$ cat config.mk
export PLATFORM = sky130hd
export DESIGN_NAME = oc8051_mem_arbiter
export DESIGN_NICKNAME = d
export VERILOG_FILES = /design/src/rtl/oc8051_arb_pkg.sv /design/src/rtl/oc8051_arb_timer.sv /design/src/rtl/oc8051_mem_arbiter.sv
export SDC_FILE = /design/constraint.sdc
export NUM_CORES = 1
export LEC_CHECK = 0
export CAP_MARGIN = 20
export CORE_AREA = 4 4 96 98
export CTS_BUF_LIST = sky130_fd_sc_hd__clkbuf_8
export DETAILED_ROUTE_END_ITERATION = 7
export DIE_AREA = 0 0 100 102
export GPL_TIMING_DRIVEN = 0
export HOLD_SLACK_MARGIN = 0.02
export PLACE_DENSITY_LB_ADDON = 0.1
export SLEW_MARGIN = 15
export SYNTH_ARGS = -nofsm -noshare
export SYNTH_HDL_FRONTEND = slang
export SYNTH_HIERARCHICAL = 1
export SYNTH_SLANG_ARGS = --single-unit
$ cat constraint.sdc
create_clock -name wb_clk_i -period 2 [get_ports wb_clk_i]
set_clock_uncertainty 0.2 [all_clocks]
set_input_delay 0.4 -clock wb_clk_i [delete_from_list [all_inputs] [get_ports wb_clk_i]]
set_output_delay 0.4 -clock wb_clk_i [all_outputs]
set_load 0.1 [all_outputs]
$ cat src/rtl/oc8051_arb_pkg.sv
// Shared definitions for the oc8051 instruction/data memory arbiter:
// FSM encoding, grant ids, default wait limit and byte-lane helpers.
package oc8051_arb_pkg;

  typedef enum logic [1:0] {
    ST_IDLE  = 2'd0,
    ST_GNT_I = 2'd1,
    ST_GNT_D = 2'd2
  } arb_state_t;

  localparam logic GID_I = 1'b0;
  localparam logic GID_D = 1'b1;

  localparam int TIMEOUT_DEF = 15;

  function automatic logic [3:0] lane_sel(input logic [1:0] a);
    case (a)
      2'd0:    lane_sel = 4'b0001;
      2'd1:    lane_sel = 4'b0010;
      2'd2:    lane_sel = 4'b0100;
      default: lane_sel = 4'b1000;
    endcase
  endfunction

  // Lane n of the memory word carries byte address n (little-endian).
  function automatic logic [7:0] lane_byte(input logic [31:0] w, input logic [1:0] a);
    case (a)
      2'd0:    lane_byte = w[7:0];
      2'd1:    lane_byte = w[15:8];
      2'd2:    lane_byte = w[23:16];
      default: lane_byte = w[31:24];
    endcase
  endfunction

endpackage

$ cat src/rtl/oc8051_arb_timer.sv
// Wait counter for a granted transaction: cleared while idle, counts
// response-less grant cycles and holds once the limit is reached.
module oc8051_arb_timer #(
  parameter int TIMEOUT = 15
) (
  input  logic i_clk,
  input  logic i_rst,
  input  logic i_clr,
  input  logic i_en,
  output logic o_expired
);

  localparam int CW = (TIMEOUT < 2) ? 1 : $clog2(TIMEOUT + 1);

  logic [CW-1:0] r_cnt;
  logic          w_expired;

  assign w_expired = (r_cnt == CW'(TIMEOUT));
  assign o_expired = w_expired;

  always_ff @(posedge i_clk) begin
    if (i_rst || i_clr) begin
      r_cnt <= '0;
    end else if (i_en && !w_expired) begin
      r_cnt <= r_cnt + CW'(1);
    end
  end

endmodule

$ cat src/rtl/oc8051_mem_arbiter.sv
// Round-robin arbiter sharing one 32-bit memory port between the oc8051
// instruction fetch and byte-wide data Wishbone masters.
//
//   state    | meaning
//   ST_IDLE  | no transaction; arbitrate between pending requesters
//   ST_GNT_I | instruction fetch owns the memory port
//   ST_GNT_D | data access owns the memory port
module oc8051_mem_arbiter
  import oc8051_arb_pkg::*;
#(
  parameter int TIMEOUT = TIMEOUT_DEF
) (
  input  logic        wb_clk_i,
  input  logic        wb_rst_i,
  input  logic [15:0] wbi_adr_i,
  input  logic        wbi_stb_i,
  input  logic        wbi_cyc_i,
  output logic [31:0] wbi_dat_o,
  output logic        wbi_ack_o,
  output logic        wbi_err_o,
  input  logic [15:0] wbd_adr_i,
  input  logic [7:0]  wbd_dat_i,
  input  logic        wbd_we_i,
  input  logic        wbd_stb_i,
  input  logic        wbd_cyc_i,
  output logic [7:0]  wbd_dat_o,
  output logic        wbd_ack_o,
  output logic        wbd_err_o,
  output logic [15:0] mem_adr_o,
  output logic [31:0] mem_dat_o,
  output logic [3:0]  mem_sel_o,
  output logic        mem_we_o,
  output logic        mem_stb_o,
  output logic        mem_cyc_o,
  input  logic [31:0] mem_dat_i,
  input  logic        mem_ack_i,
  input  logic        mem_err_i
);

  arb_state_t  r_state;
  logic        r_last_gnt;
  logic [1:0]  r_lane;
  logic [15:0] r_adr;
  logic [31:0] r_dat;
  logic [3:0]  r_sel;
  logic        r_we;
  logic        r_act;

  logic w_req_i, w_req_d, w_resp, w_expired, w_gnt_cyc, w_done;
  logic w_live_i, w_live_d, w_unused;

  assign w_req_i  = wbi_stb_i & wbi_cyc_i;
  assign w_req_d  = wbd_stb_i & wbd_cyc_i;
  assign w_resp   = mem_ack_i | mem_err_i;
  assign w_unused = ^wbi_adr_i[1:0];

  always_comb begin
    w_gnt_cyc = 1'b0;
    case (r_state)
      ST_GNT_I: w_gnt_cyc = wbi_cyc_i;
      ST_GNT_D: w_gnt_cyc = wbd_cyc_i;
      default:  w_gnt_cyc = 1'b0;
    endcase
  end

  // A dropped cyc, a memory response or the wait limit all end the grant.
  assign w_done = !w_gnt_cyc || w_resp || w_expired;

  oc8051_arb_timer #(.TIMEOUT(TIMEOUT)) u_timer (
    .i_clk     (wb_clk_i),
    .i_rst     (wb_rst_i),
    .i_clr     (r_state == ST_IDLE),
    .i_en      ((r_state != ST_IDLE) && !w_resp),
    .o_expired (w_expired)
  );

  always_ff @(posedge wb_clk_i) begin
    if (wb_rst_i) begin
      r_state    <= ST_IDLE;
      r_last_gnt <= GID_I;
      r_lane     <= 2'd0;
      r_adr      <= '0;
      r_dat      <= '0;
      r_sel      <= '0;
      r_we       <= 1'b0;
      r_act      <= 1'b0;
    end else begin
      case (r_state)
        ST_IDLE: begin
          if (w_req_d && (!w_req_i || r_last_gnt == GID_I)) begin
            r_state <= ST_GNT_D;
            r_adr   <= {wbd_adr_i[15:2], 2'b00};
            r_sel   <= lane_sel(wbd_adr_i[1:0]);
            r_dat   <= {4{wbd_dat_i}};
            r_we    <= wbd_we_i;
            r_lane  <= wbd_adr_i[1:0];
            r_act   <= 1'b1;
          end else if (w_req_i) begin
            r_state <= ST_GNT_I;
            r_adr   <= {wbi_adr_i[15:2], 2'b00};
            r_sel   <= 4'hF;
            r_dat   <= '0;
            r_we    <= 1'b0;
            r_act   <= 1'b1;
          end
        end
        ST_GNT_I, ST_GNT_D: begin
          if (w_done) begin
            r_state    <= ST_IDLE;
            r_we       <= 1'b0;
            r_act      <= 1'b0;
            r_last_gnt <= (r_state == ST_GNT_I) ? GID_I : GID_D;
          end
        end
        default: r_state <= ST_IDLE;
      endcase
    end
  end

  assign mem_adr_o = r_adr;
  assign mem_dat_o = r_dat;
  assign mem_sel_o = r_sel;
  assign mem_we_o  = r_we;
  assign mem_stb_o = r_act;
  assign mem_cyc_o = r_act;

  // Responses are suppressed during reset so an abandoned cycle stays silent.
  assign w_live_i = (r_state == ST_GNT_I) && wbi_cyc_i && !wb_rst_i;
  assign w_live_d = (r_state == ST_GNT_D) && wbd_cyc_i && !wb_rst_i;

  assign wbi_ack_o = w_live_i && mem_ack_i && !mem_err_i;
  assign wbi_err_o = w_live_i && (mem_err_i || (w_expired && !mem_ack_i));
  assign wbd_ack_o = w_live_d && mem_ack_i && !mem_err_i;
  assign wbd_err_o = w_live_d && (mem_err_i || (w_expired && !mem_ack_i));

  assign wbi_dat_o = (r_state == ST_GNT_I) ? mem_dat_i : 32'h0;
  assign wbd_dat_o = (r_state == ST_GNT_D) ? lane_byte(mem_dat_i, r_lane) : 8'h0;

endmodule

# ---- Word-level counts from Yosys, hierarchy flattened
# Index checks and enable logic that the tools add are counted.
dict set report word_totals {
  output_inout_bits 99
  ff_bits 63
}
dict set report classes {
  addsub 1
  n_bitwise 4
  muxes 23
  n_reduce_logical 38
  n_eq_ne 9
}
# cell n
set op_table {}
lappend op_table {{2-to-1 mux 32 bit} 3}
lappend op_table {{2-to-1 mux 16 bit} 2}
lappend op_table {{case mux 8 bit (3 select lines)} 1}
lappend op_table {{logical AND 1 bit} 14}
lappend op_table {{case mux 4 bit (3 select lines)} 1}
lappend op_table {{2-to-1 mux 4 bit} 2}
lappend op_table {{2-to-1 mux 8 bit} 1}
lappend op_table {{AND reduction 2 bit} 4}
lappend op_table {{zero test 1 bit} 7}
lappend op_table {{== test 2 x 1 -> 1 bit, second input constant} 3}
lappend op_table {{== test 2 bit, second input constant} 3}
lappend op_table {{zero test 2 bit} 3}
lappend op_table {{2-to-1 mux 1 bit} 6}
lappend op_table {{2-to-1 mux 2 bit} 3}
lappend op_table {{case mux 1 bit (2 select lines)} 3}
lappend op_table {{nonzero test 2 bit} 3}
lappend op_table {{logical OR 1 bit} 5}
lappend op_table {{adder 4 x 1 -> 4 bit, second input constant} 1}
lappend op_table {{== test 4 bit, second input constant} 1}
lappend op_table {{case mux 2 bit (2 select lines)} 1}
lappend op_table {{inequality test 3 bit, second input constant} 1}
lappend op_table {{AND reduction 3 bit} 1}
lappend op_table {{bitwise AND 1 bit} 2}
lappend op_table {{inequality test 2 bit, second input constant} 1}
lappend op_table {{other kinds (3)} 3}

# ---- Logic depth before layout (Yosys ltp)
# Gate-level depths: netlist of run 1.
dict set report logic_depth {
  depth_word 7
  mapped_depth 8
}

# ---- Cells and area by module
# Netlist of run 1, hierarchy kept.
# mod area_per_inst_um2 n_inst cells_each
set by_module_without_submodules {}
lappend by_module_without_submodules {oc8051_mem_arbiter 2429.8 1 280}
lappend by_module_without_submodules {oc8051_arb_timer 211.5 1 22}

# ---- Worst setup path before layout of run 1
# Ideal clock, no wire load.
dict set report synth_path {
  path_kind {register -> output}
  startpoint {register u_timer.r_cnt[1]}
  endpoint {output wbd_err_o}
  path_stages_with_launch 7
  slack_ns -0.821
  t_arrival_ns 2.221
  required_time_ns 1.400
  cell_sequence {dfxtp_1 ha_1 nand3_2 inv_2 nor2b_1 o21bai_1 nor2_1}
}
dict set report synth_via {
  elab_chain_cells 4
}
# element line
set synth_rtl {}
lappend synth_rtl {{start, declared} oc8051_arb_timer.sv:15} ;# logic [CW-1:0] r_cnt;
lappend synth_rtl {{start signal, assigned} oc8051_arb_timer.sv:25} ;# r_cnt <= r_cnt + CW'(1);
lappend synth_rtl {{== test 4 bit} oc8051_arb_timer.sv:18} ;# assign w_expired = (r_cnt == CW'(TIMEOUT));
lappend synth_rtl {{via w_expired} oc8051_mem_arbiter.sv:49} ;# logic w_req_i, w_req_d, w_resp, w_expired, w_gnt_cyc, w_done;
lappend synth_rtl {{logical AND 1 bit} oc8051_mem_arbiter.sv:134} ;# assign wbd_err_o = w_live_d && (mem_err_i || (w_expired && !mem_ack_i));
lappend synth_rtl {{logical OR 1 bit} oc8051_mem_arbiter.sv:134}
lappend synth_rtl {{logical AND 1 bit} oc8051_mem_arbiter.sv:134}
lappend synth_rtl {{end, declared} oc8051_mem_arbiter.sv:28} ;# output logic wbd_err_o,
# The timed path passes the listed nets, and every way through them passes these cells.

# ---- Worst setup path after layout of run 1
dict set report layout_path {
  startpoint {input mem_dat_i[13]}
  endpoint {output wbd_dat_o[5]}
}
dict set report layout_via {
  elab_chain_cells 2
}
# element line
set layout_rtl {}
lappend layout_rtl {{start, declared} oc8051_mem_arbiter.sv:35} ;# input logic [31:0] mem_dat_i,
lappend layout_rtl {{case mux 8 bit (3 select lines)} oc8051_arb_pkg.sv:27} ;# case (a)
lappend layout_rtl {{2-to-1 mux 8 bit} oc8051_mem_arbiter.sv:137} ;# assign wbd_dat_o = (r_state == ST_GNT_D) ? lane_byte(mem_dat_i, r_lane) : 8'h0;
lappend layout_rtl {{end, declared} oc8051_mem_arbiter.sv:26} ;# output logic [7:0] wbd_dat_o,
# Every way passes these cells.

==> flow_summary.yaml, run 1 <==
outcome:
  violations: "setup timing"
  status: "finished with violations"
logic_synthesis:
  synth_warnings: 6
  avgSynthCellArea_um2: 8.746
  synth_cells: 302
  synth_cell_type_count: 49
  synth_seq_cells: 37
  synthArstFlopShare_pct: 0
  synth_area_mm2: 0.002641
  synth_edf_count: 0
  synth_ff_type: "dfxtp_1"
  ys_seq_area_share_pct: 28.04
final_layout:
  nNetsFinal: 587
  syn2layout_area_growth_pct: 114.5
  layout.cells.non_filler: 612
  fin_area_mm2: 0.005667
  drive_gt1_share_pct: 54.27
  fillCellCount: 668
drt:
  drc_errors: 0
  vias_per_cell: 5.106
  final_antenna_net_count: 0
  drtIter0Drc: 115
  dr_wl_met2_um: 5428
  drt_wl_total_um: 10820
  wl_per_cell_um: 17.67
  top_layer_used: "met4"
  wl_met1_um: 4369
  dr.pass1.iters: 4
  met3_length_um: 641
  via_count: 3125
clock_tree:
  cts_tree: "done"
  hold_buffers: 0
  cts.htree.levels: 2
  clock_sinks: 37
  cts_buffers: 5
  clk_latency_ps: 290
  path_clk_slew_ps: 80
  cts_max_path_buffers: 2
  clock-root-buffer: "clkbuf_8"
timing:
  grt_setup_unrepaired: "yes"
  worst_pin_slew_ps: 645.3
  setup_viol: 32
  hold_violations: 0
  fmaxAchievable_mhz: 438.4
  finalWorstSetupSlack_ps: -281.0
  drv_slew: 0
  setup_tns_ps: -2920
  period_share_pct: 114.0
  min_period_ps: 2281
  relSlewSlack_pct: 56.98
power:
  power-per-cell-area_mw_per_mm2: 646.1
  power_frac_comb_pct: 58.2
  seq_power_share_pct: 23.3
  leakage_nw: 2.227
  p_clk_share_pct: 18.6
  peakVddDrop_mv: 0.3934
  swShare_pct: 47.02
  switchingPower_mw: 1.721
  p_int_mw: 1.940
global_routing:
  grt_pass1_wl_um: 16450
  grt_pass1_vias: 3048
  antenna_found_initial: 1
  grt_overflow: 0
  globalRouteTotalUtil_pct: 20.38
  grt_max_degree: 12
worst_setup_path:
  arrival_ps: 1680
  critPathLaunchType: "input pin"
  path_class: "input pin to primary output"
  critPathRequiredTime_ps: 1400
  end_kind: "primary output"
  cp_max_fo: 2
place:
  dp.cells: 585
  pre_cts_ws_ps: -1446
  dpl_cell_area_mm2: 0.004658
  place_hpwl_um: 7818
  gp_congestion: 0.8039
  io_buffers: 174
die:
  core_mm2: 0.008466
  pin_count: 180
  row_count: 34
  initial_utilization_pct: 31.20
  die_w_um: 100
  dieArea_mm2: 0.01020
  die_y_um: 102
worst_hold_path:
  hold_class: "input pin to register"
run:
  max_cap_violations: 0
registers in the layout (all words and copies together), names as in the netlist:
signal         flops
mem_adr_o         14
mem_dat_o          8
mem_sel_o          4
u_timer/r_cnt      4
r_lane             2
r_state            2
mem_cyc_o          1
mem_we_o           1
r_last_gnt         1
metal layers:
layer | vias up | track usage [%]
met5 | - | 0
met4 | 0 | 7.772
met3 | 25 | 3.823
met2 | 120 | 35.66
met1 | 1494 | 24.92
li1 | 1486 | -
worst max-delay path: stages:
cell,delay [ps]
clkdlybuf4s50_1,450
mux4_2,490
and2_4,180
buf_12,160
per-stage QoR:
| step | hold WS [ps] | power (mW) | util (%) |
|---|---|---|---|
| global route | 282.9 | 3.793 | 66.94 |
| finish | 270.7 | 3.661 | 66.94 |
| CTS | 260.8 | 3.620 | 65.18 |
| global placement | 279.1 | 2.738 | 55.03 |
| detailed placement | 283.9 | 2.751 | 55.03 |
| floorplan | 265.4 | 2.230 | - |
cell usage after synthesis (2+ instances only):
cell type | n | share of area (%)
a211oi_1 | 2 | 0.57
a21oi_1 | 30 | 5.7
a311oi_1 | 6 | 2.0
a311oi_2 | 10 | 5.7
and2_1 | 41 | 9.7
buf_2 | 4 | 0.76
buf_4 | 32 | 9.1
buf_6 | 2 | 0.85
clkbuf_1 | 12 | 1.7
dfxtp_1 | 37 | 28
ha_1 | 4 | 1.9
inv_1 | 6 | 0.85
mux4_2 | 8 | 6.8
nand2_1 | 7 | 0.99
nand2b_1 | 3 | 0.71
nand3_1 | 12 | 2.3
nand3_2 | 2 | 0.76
nand4_1 | 16 | 3.8
nand4b_1 | 2 | 0.66
nor2_1 | 10 | 1.4
nor2b_1 | 2 | 0.47
nor3_1 | 4 | 0.76
o21ai_0 | 10 | 1.9
o21ai_1 | 14 | 2.7
o21bai_1 | 2 | 0.57
power by group through the flow:
stage,clock [mW],sequential (mW),combinational [mW]
2_1_floorplan,0,1.25,0.980
3_3_place_gp,0,0.862,1.88
3_5_place_dp,0,0.863,1.89
4_1_cts,0.697,0.851,2.07
5_1_grt,0.726,0.860,2.21
6_report,0.679,0.852,2.13
kinds of logic (layout without fill, tap and decap cells):
logic type | after synthesis | after routing | share of synthesized area [%]
buffers and inverters | 59 | 259 | 14.16
other | 1 | 3 | 0.1420
DFF | 37 | 37 | 28.04
AOI/OAI and AO/OA | 88 | 88 | 25.20
muxes | 9 | 9 | 7.248
and+or+nand+nor | 104 | 104 | 23.31
adders and majority gates | 4 | 4 | 1.895
worst paths after layout:
path	startpoint	to	slack, ps	cells past startpoint
worst max-delay path	mem_dat_i[13]	wbd_dat_o[5]	-280	4
worst max register to register	r_state[1]	r_last_gnt	20	8
worst min-delay path	wbd_stb_i	mem_adr_o[4]	270	3
worst min register to register	mem_dat_o[28]	mem_dat_o[28]	310	2
cell type report:
cell class / instances / area (um2) / area share, %
well taps: 108 / 135.1 / 2.385
flip-flops and latches: 37 / 764.5 / 13.49
multi-input cells: 207 / 1797 / 31.71
inverters: 7 / 37.54 / 0.6624
diodes: 1 / 2.502 / 0.04416
clock inverters: 2 / 33.78 / 0.5962
plain buffers: 50 / 402.9 / 7.110
repair buffers: 194 / 2411 / 42.55
clock buffers: 6 / 82.58 / 1.457
what timing repair did:
action | CTS | global route
gates resized for setup | 625 | 43
buffers inserted | 12 | 7
gates cloned | 4 | 0
endpoints found under the setup margin | 106 | 62
pin swaps | 6 | 12
cells in the final DEF (no fill, tap or decap), types with 4 or more instances in the layout:
| cell type | count |
|---|---|
| a21oi_1 | 29 |
| a311oi_1 | 6 |
| a311oi_2 | 10 |
| and2_4 | 36 |
| buf_12 | 42 |
| buf_4 | 47 |
| buf_6 | 11 |
| buf_8 | 4 |
| clkbuf_1 | 5 |
| clkbuf_8 | 8 |
| clkdlybuf4s15_2 | 54 |
| clkdlybuf4s50_1 | 59 |
| dfxtp_1 | 24 |
| dfxtp_2 | 10 |
| dlygate4sd2_1 | 9 |
| dlymetal6s2s_1 | 7 |
| ha_4 | 4 |
| inv_1 | 4 |
| mux4_2 | 8 |
| nand2_1 | 4 |
| nand3_1 | 12 |
| nand4_1 | 16 |
| nor2_1 | 6 |
| nor2_4 | 5 |
| o21ai_0 | 10 |
| o21ai_1 | 14 |
Note: power is estimated with default switching activity, not from simulation.
==> inputs of run 2 (changes only) <==
CORE_AREA = 2 2 97 99   (was 4 4 96 98)
DIE_AREA = 0 0 99 101   (was 0 0 100 102)
==> flow_summary.yaml, run 2 (same netlist as run 1, synthesis figures left out) <==
outcome:
  status: "finished with violations"
  violations: "setup timing"
final_layout:
  drive_gt1_share_pct: 55.12
  fin_area_mm2: 0.005769
  multi_input_area_mm2: 0.001783
  post-route-util_pct: 64.26
  syn2layout_area_growth_pct: 118.4
  fillCellCount: 713
  regArea_um2: 768.2
  nNetsFinal: 592
  final_common_cell: "clkdlybuf4s50_1"
  largest_register_ffs: 14
  final_cell_mix: "clkdlybuf4s50_1, clkdlybuf4s15_2, buf_4"
timing:
  drv_slew: 0
  hold_violations: 0
  fmaxAchievable_mhz: 444.3
  setup_tns_ps: -3484
  worst_pin_slew_ps: 633.0
  period_share_pct: 112.5
  whs_ps: 168.6
  min_period_ps: 2251
  finalWorstSetupSlack_ps: -250.9
  relSlewSlack_pct: 57.80
  grt_setup_unrepaired: "yes"
  setup_viol: 31
power:
  p_clk_share_pct: 20.7
  swShare_pct: 45.77
  peakVddDrop_mv: 0.3449
  switchingPower_mw: 1.734
  power-per-cell-area_mw_per_mm2: 656.7
  p_int_mw: 2.055
  leakage_nw: 2.270
  seq_power_share_pct: 22.5
  power_frac_comb_pct: 56.8
drt:
  final_antenna_net_count: 0
  dr.pass1.iters: 4
  drt_wl_total_um: 10850
  vias_per_cell: 5.077
  via_count: 3148
  wl_per_cell_um: 17.50
  drtIter0Drc: 70
  drc_errors: 0
die:
  dieArea_mm2: 0.009999
  die_w_um: 99
  pin_count: 180
  initial_utilization_pct: 29.42
  row_count: 35
  core_mm2: 0.008977
  die_y_um: 101
global_routing:
  grt_pass1_vias: 3066
  globalRouteTotalUtil_pct: 20.30
  grt_max_degree: 13
  antenna_found_initial: 1
  grt_overflow: 0
  grt_pass1_wl_um: 16230
worst_hold_path:
  hold_class: "input pin to register"
  whs_path_depth: 2
place:
  io_buffers: 174
  dpl_cell_area_mm2: 0.004662
  pre_cts_ws_ps: -1447
  place_hpwl_um: 7519
  gp_congestion: 0.7712
worst_setup_path:
  cp_max_fo: 2
  timing.rr.start: "r_state[1]"
  cp-startpoint: "mem_dat_i[11]"
  arrival_ps: 1650
  path_class: "input pin to primary output"
  endpoint: "wbd_dat_o[3]"
  ff2ff_setup_slack_ps: 10
  critPathRequiredTime_ps: 1400
  r2r-end: "u_timer/r_cnt[3]"
  reg2regPathDepth: 9
  end_kind: "primary output"
  critPathLaunchType: "input pin"
clock_tree:
  cts.htree.levels: 2
  hold_buffers: 0
  clk_latency_ps: 300
  clock-root-buffer: "clkbuf_8"
  cts_tree: "done"
  cts_max_path_buffers: 2
  cts_buffers: 5
  clock_sinks: 37
  path_clk_slew_ps: 80
run:
  max_cap_violations: 0
run 2: area by class of cell:
cell class                      count  area share [%]
Clock inverter                      3           1.128
Sequential cell                    37           13.32
Buffer                             50           7.070
Inverter                            7          0.6506
Antenna cell                        1         0.04337
Multi-Input combinational cell    207           30.90
Tap cell                          111           2.407
Clock buffer                        5           1.193
Timing Repair Buffer              199           43.29
run 2: metrics by stage:
stage	power [mW]	std cells
final	3.789	620
after global routing	3.920	620
after detailed placement	2.746	588
after global placement	2.736	588
after floorplan	2.230	303
after CTS	3.691	608
run 2: power groups by stage:
stage	Combinational, mW	Clock (mW)	Sequential [mW]
6_report	2.15	0.785	0.853
5_1_grt	2.23	0.833	0.862
4_1_cts	2.04	0.797	0.853
3_5_place_dp	1.88	0	0.863
3_3_place_gp	1.87	0	0.863
2_1_floorplan	0.980	0	1.25
run 2: repair_timing:
item	4_1_cts	5_1_grt
gates cloned	2	2
resized for setup	608	63
setup endpoints to repair	114	59
buffers inserted	11	10
pin swaps	7	19
run 2: worst min path at each step:
stage | from | to | slack (ps)
floorplan | u_timer/r_cnt[1] | u_timer/r_cnt[1] | 270
global placement | u_timer/r_cnt[1] | u_timer/r_cnt[1] | 280
detailed placement | u_timer/r_cnt[1] | u_timer/r_cnt[1] | 280
CTS | wbd_stb_i | mem_adr_o[2] | 260
global route | wb_rst_i | u_timer/r_cnt[3] | 190
finish | wb_rst_i | u_timer/r_cnt[3] | 170
run 2: routing by layer:
layer / vias to the layer above / part of all wire (%) / GRT usage (%)
met4: 0 / 1.3 / 5.690
met5: - / 0 / 0
li1: 1492 / - / -
met3: 15 / 6.3 / 3.883
met1: 1515 / 40 / 24.35
met2: 126 / 53 / 36.90
run 2: critical path: stages:
cell             delay (ps)
clkdlybuf4s50_1         460
mux4_2                  470
and2_4                  160
buf_12                  160
==> inputs of run 3 (changes only) <==
CTS_BUF_LIST = sky130_fd_sc_hd__clkbuf_4   (was sky130_fd_sc_hd__clkbuf_8)
==> flow_summary.yaml, run 3 (same netlist as run 1, synthesis figures left out) <==
outcome:
  status: "finished with violations"
  violations: "setup timing"
worst_setup_path:
  ff2ff_setup_slack_ps: 90
  arrival_ps: 1680
  endpoint: "wbd_dat_o[4]"
  path_class: "register to primary output"
  critPathRequiredTime_ps: 1400
  max_stage_delay_ps: 500
  cp-startpoint: "r_lane[0]"
  end_kind: "primary output"
  r2r-end: "u_timer/r_cnt[3]"
  worstPathCellList: "buf_8 > mux4_2 > and2_4 > buf_12"
  cp_max_fo: 5
  path_depth: 4
  cp_top_family: "multiplexers"
  critPathLaunchType: "register"
  crit_buf_inv: 2
  timing.rr.start: "r_state[1]"
  reg2regPathDepth: 9
  critPathSlowestCell: "mux4_2"
drt:
  drc_errors: 0
  drt_wl_total_um: 10730
  drtIter0Drc: 101
  vias_per_cell: 5.026
  via_count: 3116
  dr.pass1.iters: 4
  final_antenna_net_count: 0
  wl_per_cell_um: 17.30
timing:
  hold_violations: 0
  min_period_ps: 2283
  drv_slew: 0
  worst_pin_slew_ps: 643.6
  grt_setup_unrepaired: "yes"
  fmaxAchievable_mhz: 438.1
  finalWorstSetupSlack_ps: -282.5
  setup_viol: 42
  relSlewSlack_pct: 57.10
  period_share_pct: 114.1
power:
  power.total_mw: 3.646
  peakVddDrop_mv: 0.4547
  p_clk_share_pct: 18.1
  swShare_pct: 46.97
  power-per-cell-area_mw_per_mm2: 654.0
  power_frac_comb_pct: 58.5
  switchingPower_mw: 1.713
  leakage_nw: 2.237
  seq_power_share_pct: 23.4
  p_int_mw: 1.934
clock_tree:
  hold_buffers: 0
  clock-root-buffer: "clkbuf_4"
  cts_tree: "done"
  cts_max_path_buffers: 2
  path_clk_slew_ps: 120
  clock_sinks: 37
  cts_buffers: 5
  cts.htree.levels: 2
  clk_latency_ps: 350
final_layout:
  largest_register_ffs: 14
  multi_input_area_mm2: 0.001785
  drive_gt1_share_pct: 55.01
  final_cell_mix: "clkdlybuf4s50_1, buf_4, buf_12"
  regArea_um2: 765.7
  final_common_cell: "clkdlybuf4s50_1"
  nNetsFinal: 593
  num_antenna_cells: 0
  syn2layout_area_growth_pct: 111.1
  fillCellCount: 739
die:
  dieArea_mm2: 0.009999
  row_count: 35
  die_y_um: 101
  pin_count: 180
  die_w_um: 99
  core_mm2: 0.008977
  initial_utilization_pct: 29.42
global_routing:
  grt_pass1_vias: 3145
  grt_pass1_wl_um: 16680
  grt_max_degree: 13
  globalRouteTotalUtil_pct: 20.88
  antenna_found_initial: 0
  grt_overflow: 0
place:
  place_hpwl_um: 7519
  io_buffers: 174
  gp_congestion: 0.7712
  pre_cts_ws_ps: -1447
worst_hold_path:
  hold_class: "input pin to register"
run:
  max_cap_violations: 0
run 3: cell type report:
cell class | count | area share [%]
Clock inverter | 3 | 1.167
Multi-Input combinational cell | 207 | 32.02
Timing Repair Buffer | 199 | 41.58
Sequential cell | 37 | 13.73
Tap cell | 111 | 2.491
Buffer | 51 | 7.765
Inverter | 7 | 0.5610
Clock buffer | 5 | 0.6732
run 3: worst reg2reg max path: cells and delay by family (launching register included):
| kind | cells | cell delay, ps |
|---|---|---|
| AOI/OAI and AO/OA | 2 | 280 |
| and+or+nand+nor | 2 | 340 |
| buffers and inverters | 4 | 460 |
| DFF | 1 | 360 |
| adders and majority gates | 1 | 170 |
run 3: timing repair:
| item | in CTS | in global routing |
|---|---|---|
| hold endpoints to repair | 0 | 0 |
| pin swaps | 16 | 11 |
| gates cloned | 4 | 0 |
| buffers inserted | 17 | 4 |
| resized for setup | 649 | 65 |
| endpoints found under the setup margin | 111 | 85 |
run 3: worst min-delay path by stage:
stage / from / end / slack [ps] / depth (start not counted)
2_1_floorplan: u_timer/r_cnt[1] / u_timer/r_cnt[1] / 270 / 2
3_3_place_gp: u_timer/r_cnt[1] / u_timer/r_cnt[1] / 280 / 2
3_5_place_dp: u_timer/r_cnt[1] / u_timer/r_cnt[1] / 280 / 2
4_1_cts: wbd_stb_i / mem_adr_o[2] / 200 / 3
5_1_grt: wbd_stb_i / mem_adr_o[2] / 210 / 3
6_report: wbd_stb_i / mem_adr_o[2] / 210 / 3
run 3: power groups by stage:
stage / combinational (mW) / clock (mW) / sequential, mW
2_1_floorplan: 0.980 / 0 / 1.25
3_3_place_gp: 1.87 / 0 / 0.863
3_5_place_dp: 1.88 / 0 / 0.863
4_1_cts: 2.10 / 0.671 / 0.854
5_1_grt: 2.21 / 0.710 / 0.864
6_report: 2.13 / 0.659 / 0.854
run 3: per-stage QoR:
step | cell area [um2] | setup TNS, ps | util [%] | std cells | hold WS, ps
floorplan | 2781 | -94.56 | - | 303 | 265.4
global placement | 4662 | -59020 | 51.93 | 588 | 278.0
detailed placement | 4662 | -60530 | 51.93 | 588 | 281.9
CTS | 5639 | -6044 | 62.82 | 616 | 198.3
global route | 5575 | -8142 | 62.10 | 620 | 206.2
finish | 5575 | -5304 | 62.10 | 620 | 206.8
run 3: routing by layer:
layer / vias to the layer above / wire length (um) / GRT usage [%]
met5: - / 0 / 0
met1: 1497 / 4319 / 25.29
met3: 13 / 638 / 3.537
met4: 0 / 184 / 6.322
met2: 110 / 5583 / 37.79
li1: 1496 / - / -
